==> src/rtl/prog_loader.sv <==
// Framed byte-stream loader feeding the core's program memory.
// Ports: clk/reset, in_valid/in_data/in_ready stream, mem_we/mem_addr/mem_wdata, busy/run/load_done/load_err/err_code status.
module prog_loader #(
    parameter int         DEPTH     = 8,
    parameter int         ADDR_W    = 3,
    parameter logic [7:0] SYNC_BYTE = 8'hA5,
    parameter int         TIMEOUT   = 255
) (
    input  logic              clk,
    input  logic              reset,
    input  logic              in_valid,
    input  logic [7:0]        in_data,
    output logic              in_ready,
    output logic              mem_we,
    output logic [ADDR_W-1:0] mem_addr,
    output logic [7:0]        mem_wdata,
    output logic              busy,
    output logic              run,
    output logic              load_done,
    output logic              load_err,
    output logic [1:0]        err_code
);

    // One extra bit so counters can hold the value DEPTH itself.
    localparam int CW = ADDR_W + 1;

    typedef enum logic [2:0] {
        S_IDLE,
        S_LEN,
        S_DATA,
        S_CSUM,
        S_COMMIT
    } state_t;

    state_t          r_state;
    state_t          w_next;
    logic [CW-1:0]   r_cnt;
    logic [CW-1:0]   r_len;
    logic [7:0]      r_csum;
    logic [7:0]      r_tmo;
    logic [7:0]      r_shadow [DEPTH];
    logic            r_run;
    logic [1:0]      r_err_code;
    logic            r_load_done;
    logic            r_load_err;

    logic            w_ready;
    logic            w_xfer;
    logic            w_tmo_exp;
    logic            w_in_frame;
    logic            w_abort;
    logic [1:0]      w_code;
    logic            w_done;

    assign w_ready    = (r_state != S_COMMIT);
    assign w_xfer     = in_valid && w_ready;
    assign w_in_frame = (r_state == S_LEN) || (r_state == S_DATA) ||
                        (r_state == S_CSUM);
    // Expiry fires on the edge that would bring the count to TIMEOUT.
    assign w_tmo_exp  = (r_tmo == 8'(TIMEOUT - 1));

    always_comb begin
        w_next  = r_state;
        w_abort = 1'b0;
        w_code  = 2'd0;
        w_done  = 1'b0;
        unique case (r_state)
            S_IDLE: begin
                if (w_xfer && in_data == SYNC_BYTE) begin
                    w_next = S_LEN;
                end
            end
            S_LEN: begin
                if (w_xfer) begin
                    if (in_data == 8'd0 || in_data > 8'(DEPTH)) begin
                        w_abort = 1'b1;
                        w_code  = 2'd1;
                    end else begin
                        w_next = S_DATA;
                    end
                end else if (w_tmo_exp) begin
                    w_abort = 1'b1;
                    w_code  = 2'd3;
                end
            end
            S_DATA: begin
                if (w_xfer) begin
                    if (r_cnt == r_len - CW'(1)) begin
                        w_next = S_CSUM;
                    end
                end else if (w_tmo_exp) begin
                    w_abort = 1'b1;
                    w_code  = 2'd3;
                end
            end
            S_CSUM: begin
                if (w_xfer) begin
                    if (in_data == r_csum) begin
                        w_next = S_COMMIT;
                    end else begin
                        w_abort = 1'b1;
                        w_code  = 2'd2;
                    end
                end else if (w_tmo_exp) begin
                    w_abort = 1'b1;
                    w_code  = 2'd3;
                end
            end
            S_COMMIT: begin
                if (r_cnt == CW'(DEPTH - 1)) begin
                    w_next = S_IDLE;
                    w_done = 1'b1;
                end
            end
            default: begin
                w_next = S_IDLE;
            end
        endcase
        if (w_abort) begin
            w_next = S_IDLE;
        end
    end

    always_ff @(posedge clk) begin
        if (reset) begin
            r_state     <= S_IDLE;
            r_cnt       <= '0;
            r_len       <= '0;
            r_csum      <= 8'd0;
            r_tmo       <= 8'd0;
            r_run       <= 1'b0;
            r_err_code  <= 2'd0;
            r_load_done <= 1'b0;
            r_load_err  <= 1'b0;
        end else begin
            r_state     <= w_next;
            r_load_done <= w_done;
            r_load_err  <= w_abort;

            if (w_in_frame && !w_xfer && !w_abort) begin
                r_tmo <= r_tmo + 8'd1;
            end else begin
                r_tmo <= 8'd0;
            end

            unique case (r_state)
                S_IDLE: begin
                    if (w_xfer && in_data == SYNC_BYTE) begin
                        r_run      <= 1'b0;
                        r_err_code <= 2'd0;
                    end
                end
                S_LEN: begin
                    if (w_xfer) begin
                        r_len  <= in_data[CW-1:0];
                        r_csum <= in_data;
                        r_cnt  <= '0;
                    end
                end
                S_DATA: begin
                    if (w_xfer) begin
                        r_csum <= r_csum ^ in_data;
                        r_cnt  <= r_cnt + CW'(1);
                    end
                end
                S_CSUM: begin
                    if (w_xfer) begin
                        r_cnt <= '0;
                    end
                end
                S_COMMIT: begin
                    r_cnt <= w_done ? '0 : r_cnt + CW'(1);
                end
                default: begin
                    r_cnt <= '0;
                end
            endcase

            if (w_abort) begin
                r_err_code <= w_code;
            end
            if (w_done) begin
                r_run <= 1'b1;
            end
        end
    end

    // Shadow payload store; contents after reset are irrelevant.
    always_ff @(posedge clk) begin
        if (r_state == S_DATA && w_xfer) begin
            r_shadow[r_cnt[ADDR_W-1:0]] <= in_data;
        end
    end

    assign in_ready  = w_ready;
    assign mem_we    = (r_state == S_COMMIT);
    assign mem_addr  = mem_we ? r_cnt[ADDR_W-1:0] : '0;
    // Entries beyond the frame length are padded with NOOP.
    assign mem_wdata = (mem_we && r_cnt < r_len) ?
                       r_shadow[r_cnt[ADDR_W-1:0]] : 8'h00;
    assign busy      = (r_state != S_IDLE);
    assign run       = r_run;
    assign load_done = r_load_done;
    assign load_err  = r_load_err;
    assign err_code  = r_err_code;

endmodule
==> config.mk <==
export PLATFORM = sky130hd
export DESIGN_NAME = prog_loader
export DESIGN_NICKNAME = d
export VERILOG_FILES = /design/src/rtl/prog_loader.sv
export SDC_FILE = /design/constraint.sdc
export NUM_CORES = 1
export LEC_CHECK = 0
export CELL_PAD_IN_SITES_DETAIL_PLACEMENT = 1
export CELL_PAD_IN_SITES_GLOBAL_PLACEMENT = 1
export CORE_MARGIN = 2
export CORE_UTILIZATION = 55
export DETAILED_ROUTE_END_ITERATION = 7
export DONT_BUFFER_PORTS = 1
export PLACE_DENSITY_LB_ADDON = 0.25
export SLEW_MARGIN = 20
export SYNTH_ARGS = -nofsm -noshare
export SYNTH_HDL_FRONTEND = slang
export SYNTH_SLANG_ARGS = --single-unit
==> constraint.sdc <==
create_clock -name clk -period 4.8 [get_ports clk]
set_clock_uncertainty 0.2 [all_clocks]
set_input_delay 0.96 -clock clk [delete_from_list [all_inputs] [get_ports clk]]
set_output_delay 0.96 -clock clk [all_outputs]
set_load 0.03 [all_outputs]
==> results.toml <==
[critical_path]
regToRegSetupSlack_ns = 2.39
cp.required_ns = 3.64
crit_type = "reg -> out"
max_stage_delay_ns = 0.58
crit_buf_inv = 0
worst-path-max-fanout = 11
rr_worst_depth = 3
crit_path_start_kind = "flip-flop"
r2r-end = "r_shadow[3][7]"
worst-path-stages = 6
crit_path_top_delay_cell = "dfxtp_1"
end_kind = "output port"
cp_top_family = "simple AND/OR/NAND/NOR gates"
crit_path_end = "mem_wdata[0]"
worstPathCellList = "ha_1, nor2b_1, o21a_1, o21ai_0, nand2_1, nor2_1"
worst_ep_arrival_time_ns = 2.51
crit_path_start = "r_cnt[1]"
r2r_start = "r_state[1]"

[cts]
worstSkewPairLatency_ns = 0.36
cts_root_buf = "clkbuf_8"
hold_buffers = 0
cts_resized = 0
htreeDepth = 3
clock_sinks = 99
clk_pin_slew_worst_paths_ns = 0.09
cts.path.max_buffers = 2
cts-buffers-inserted = 9
cts_tree = "done"
cts_setup_buffers = 0

[route]
num_vias = 2730
ant_nets = 0
wl_per_cell_um = 20.59
vias_per_cell = 6.013
route.detailed.drc = 0
firstDrtPassIters = 4
drt-initial-drc-count = 156
routed_wl_mm = 9.348

[floorplanning]
die_w_um = 93.55
start_util_pct = 56.78
pin_count = 30
die_area_um2 = 8752
num_rows = 32
coreArea_um2 = 7767
die_h_um = 93.55

[sta]
final-setup-viol-count = 0
worstMarginPinSlew_ns = 1.008
slew_headroom_pct = 32.57
fin_crit_ns = 3.671
slew_viol_final = 0
rsz0062_at_grt = "false"
final.setup.tns_ns = 0
max_freq_ghz = 0.2724
fin_hold_ws_ns = 0.3122
min_period_over_period_pct = 76.49
hold_viol_final = 0

[run]
max_cap_violations = 0

[grt]
groute.usage.overall_pct = 23.22
grt.overflow.total = 0
antenna_found_initial = 0
grt_pass1_wl_mm = 15.16
use_met3_pct = 5.399
grt_pass1_vias = 2969
busiest_layer = "met2"
grt_use_met1_pct = 29.23
gr-usage-met2_pct = 39.87
grt_max_degree = 24

[finish]
layout.nets = 366
diodes = 0
syn_to_final_growth_pct = 5.844
fillCellCount = 788
drive_gt1_share_pct = 13.07

[power_and_ir_drop]
vdd_drop_max_v = 0.0003219
power_uw = 1945
p_leak_uw = 0.001520
powerDensity_nw_per_um2 = 416.7

[synthesis]
synth_cell_types = 51
yosysWarnings = 0
syn_area_um2 = 4410
ys_seq_area_share_pct = 59.46
synthArstFlopShare_pct = 0
synth_top_flop_cell = "edfxtp_1"
synth_seq_cells = 99
synth_edf_count = 64
syn_nets = 369
syn_inst = 350
avgSynthCellArea_um2 = 12.60

[placement]
dpl.hpwl_mm = 6.372
numPortBuffers = 0
gp_congestion = 0.7694

[outcome]
outcome = "complete, no violations"

[hold_path]
hp-class = "reg -> reg"
-- synthesized netlist by cell type, drive strengths merged, types with 2 or more instances --
cell	n	area (um2)
or4	2	15.01
nor3	11	70.07
a211o	2	17.52
edfxtp	64	1922
mux4	16	360.4
a22oi	8	60.06
nor2b	3	21.27
nand4	3	18.77
xnor2	5	43.79
xor2	15	131.4
dfxtp	35	700.7
buf	8	37.54
nor3b	3	32.53
nand3	6	30.03
a21oi	13	65.06
nor4	3	18.77
nand2b	2	12.51
nand2	16	60.06
nor2	51	201.5
nand3b	4	30.03
mux2i	8	80.08
and2	3	21.27
inv	10	37.54
ha	8	100.1
and3	3	18.77
clkbuf	8	31.28
o21ai	24	120.1
-- final cells by class --
| type | count | area, um2 | share of cell area (%) |
|---|---|---|---|
| flip-flops and latches | 99 | 2624 | 56.20 |
| clock inverters | 7 | 58.81 | 1.260 |
| multi-input cells | 224 | 1665 | 35.67 |
| well taps | 102 | 127.6 | 2.734 |
| repair buffers | 2 | 15.01 | 0.3216 |
| inverters | 11 | 53.80 | 1.153 |
| clock buffers | 9 | 123.9 | 2.653 |
-- registers in the layout (all words and copies together) (netlist names), named ones only --
| signal | cells |
|---|---|
| r_shadow | 64 |
| r_csum | 8 |
| r_tmo | 8 |
| r_cnt | 4 |
| r_len | 4 |
| r_state | 3 |
| err_code | 2 |
| load_done | 1 |
| load_err | 1 |
| run | 1 |
-- worst reg2reg max path, cell delays in order, from the launching register on --
cell	delay, ns
dfxtp_1	0.60
and2_1	0.28
nand3b_1	0.17
nor2_1	0.80
-- cell usage in the layout, fill, tap and decap left out, types with 3 or more instances in the layout --
master    instances
edfxtp_1         64
nor2_1           49
dfxtp_1          34
o21ai_0          24
nand2_1          16
mux4_2           16
xor2_1           15
a21oi_1          13
inv_1            10
clkbuf_8          9
nor3_1            8
mux2i_1           8
a22oi_1           8
ha_1              8
nand3_1           6
xnor2_1           5
nand3b_1          4
and3_1            3
nand4_1           3
nor4_1            3
nor3_2            3
-- per-layer routing --
metal / vias up / wire length, um
met5: - / 0
met4: 0 / 155
met3: 17 / 477
met2: 69 / 4685
met1: 1358 / 4031
li1: 1286 / -
-- power by group --
part / switching (uW) / internal [uW]
Clock: 312 / 197
Sequential: 81.1 / 963
Combinational: 231 / 161
Total: 624 / 1320
-- worst min path at each step --
stage	startpoint	to	slack (ns)	depth (start not counted)
CTS	r_tmo[0]	r_tmo[0]	0.32	1
global route	r_tmo[0]	r_tmo[0]	0.35	1
global placement	r_tmo[0]	r_tmo[0]	0.28	1
floorplan	r_tmo[0]	r_tmo[0]	0.25	1
detailed placement	r_tmo[0]	r_tmo[0]	0.30	1
finish	r_tmo[0]	r_tmo[0]	0.31	1
-- metrics by stage --
step / cells / util, % / worst slack (ns) / instance area (um2)
after floorplan: 350 / - / 2.023 / 4410
after global placement: 438 / 57.73 / 1.576 / 4484
after detailed placement: 438 / 57.73 / 1.480 / 4484
after CTS: 454 / 60.08 / 1.080 / 4667
after global routing: 454 / 60.10 / 0.9010 / 4668
final: 454 / 60.10 / 1.129 / 4668
-- kinds of logic after synthesis --
logic type,share of synthesized area [%]
xor gates and xnor gates,3.972
DFF,59.46
and+or+nand+nor,13.48
muxes,9.986
adders and majority gates,2.270
buffers and inverters,2.780
AOI/OAI and AO/OA,8.057
(Power assumes the default switching activity.)
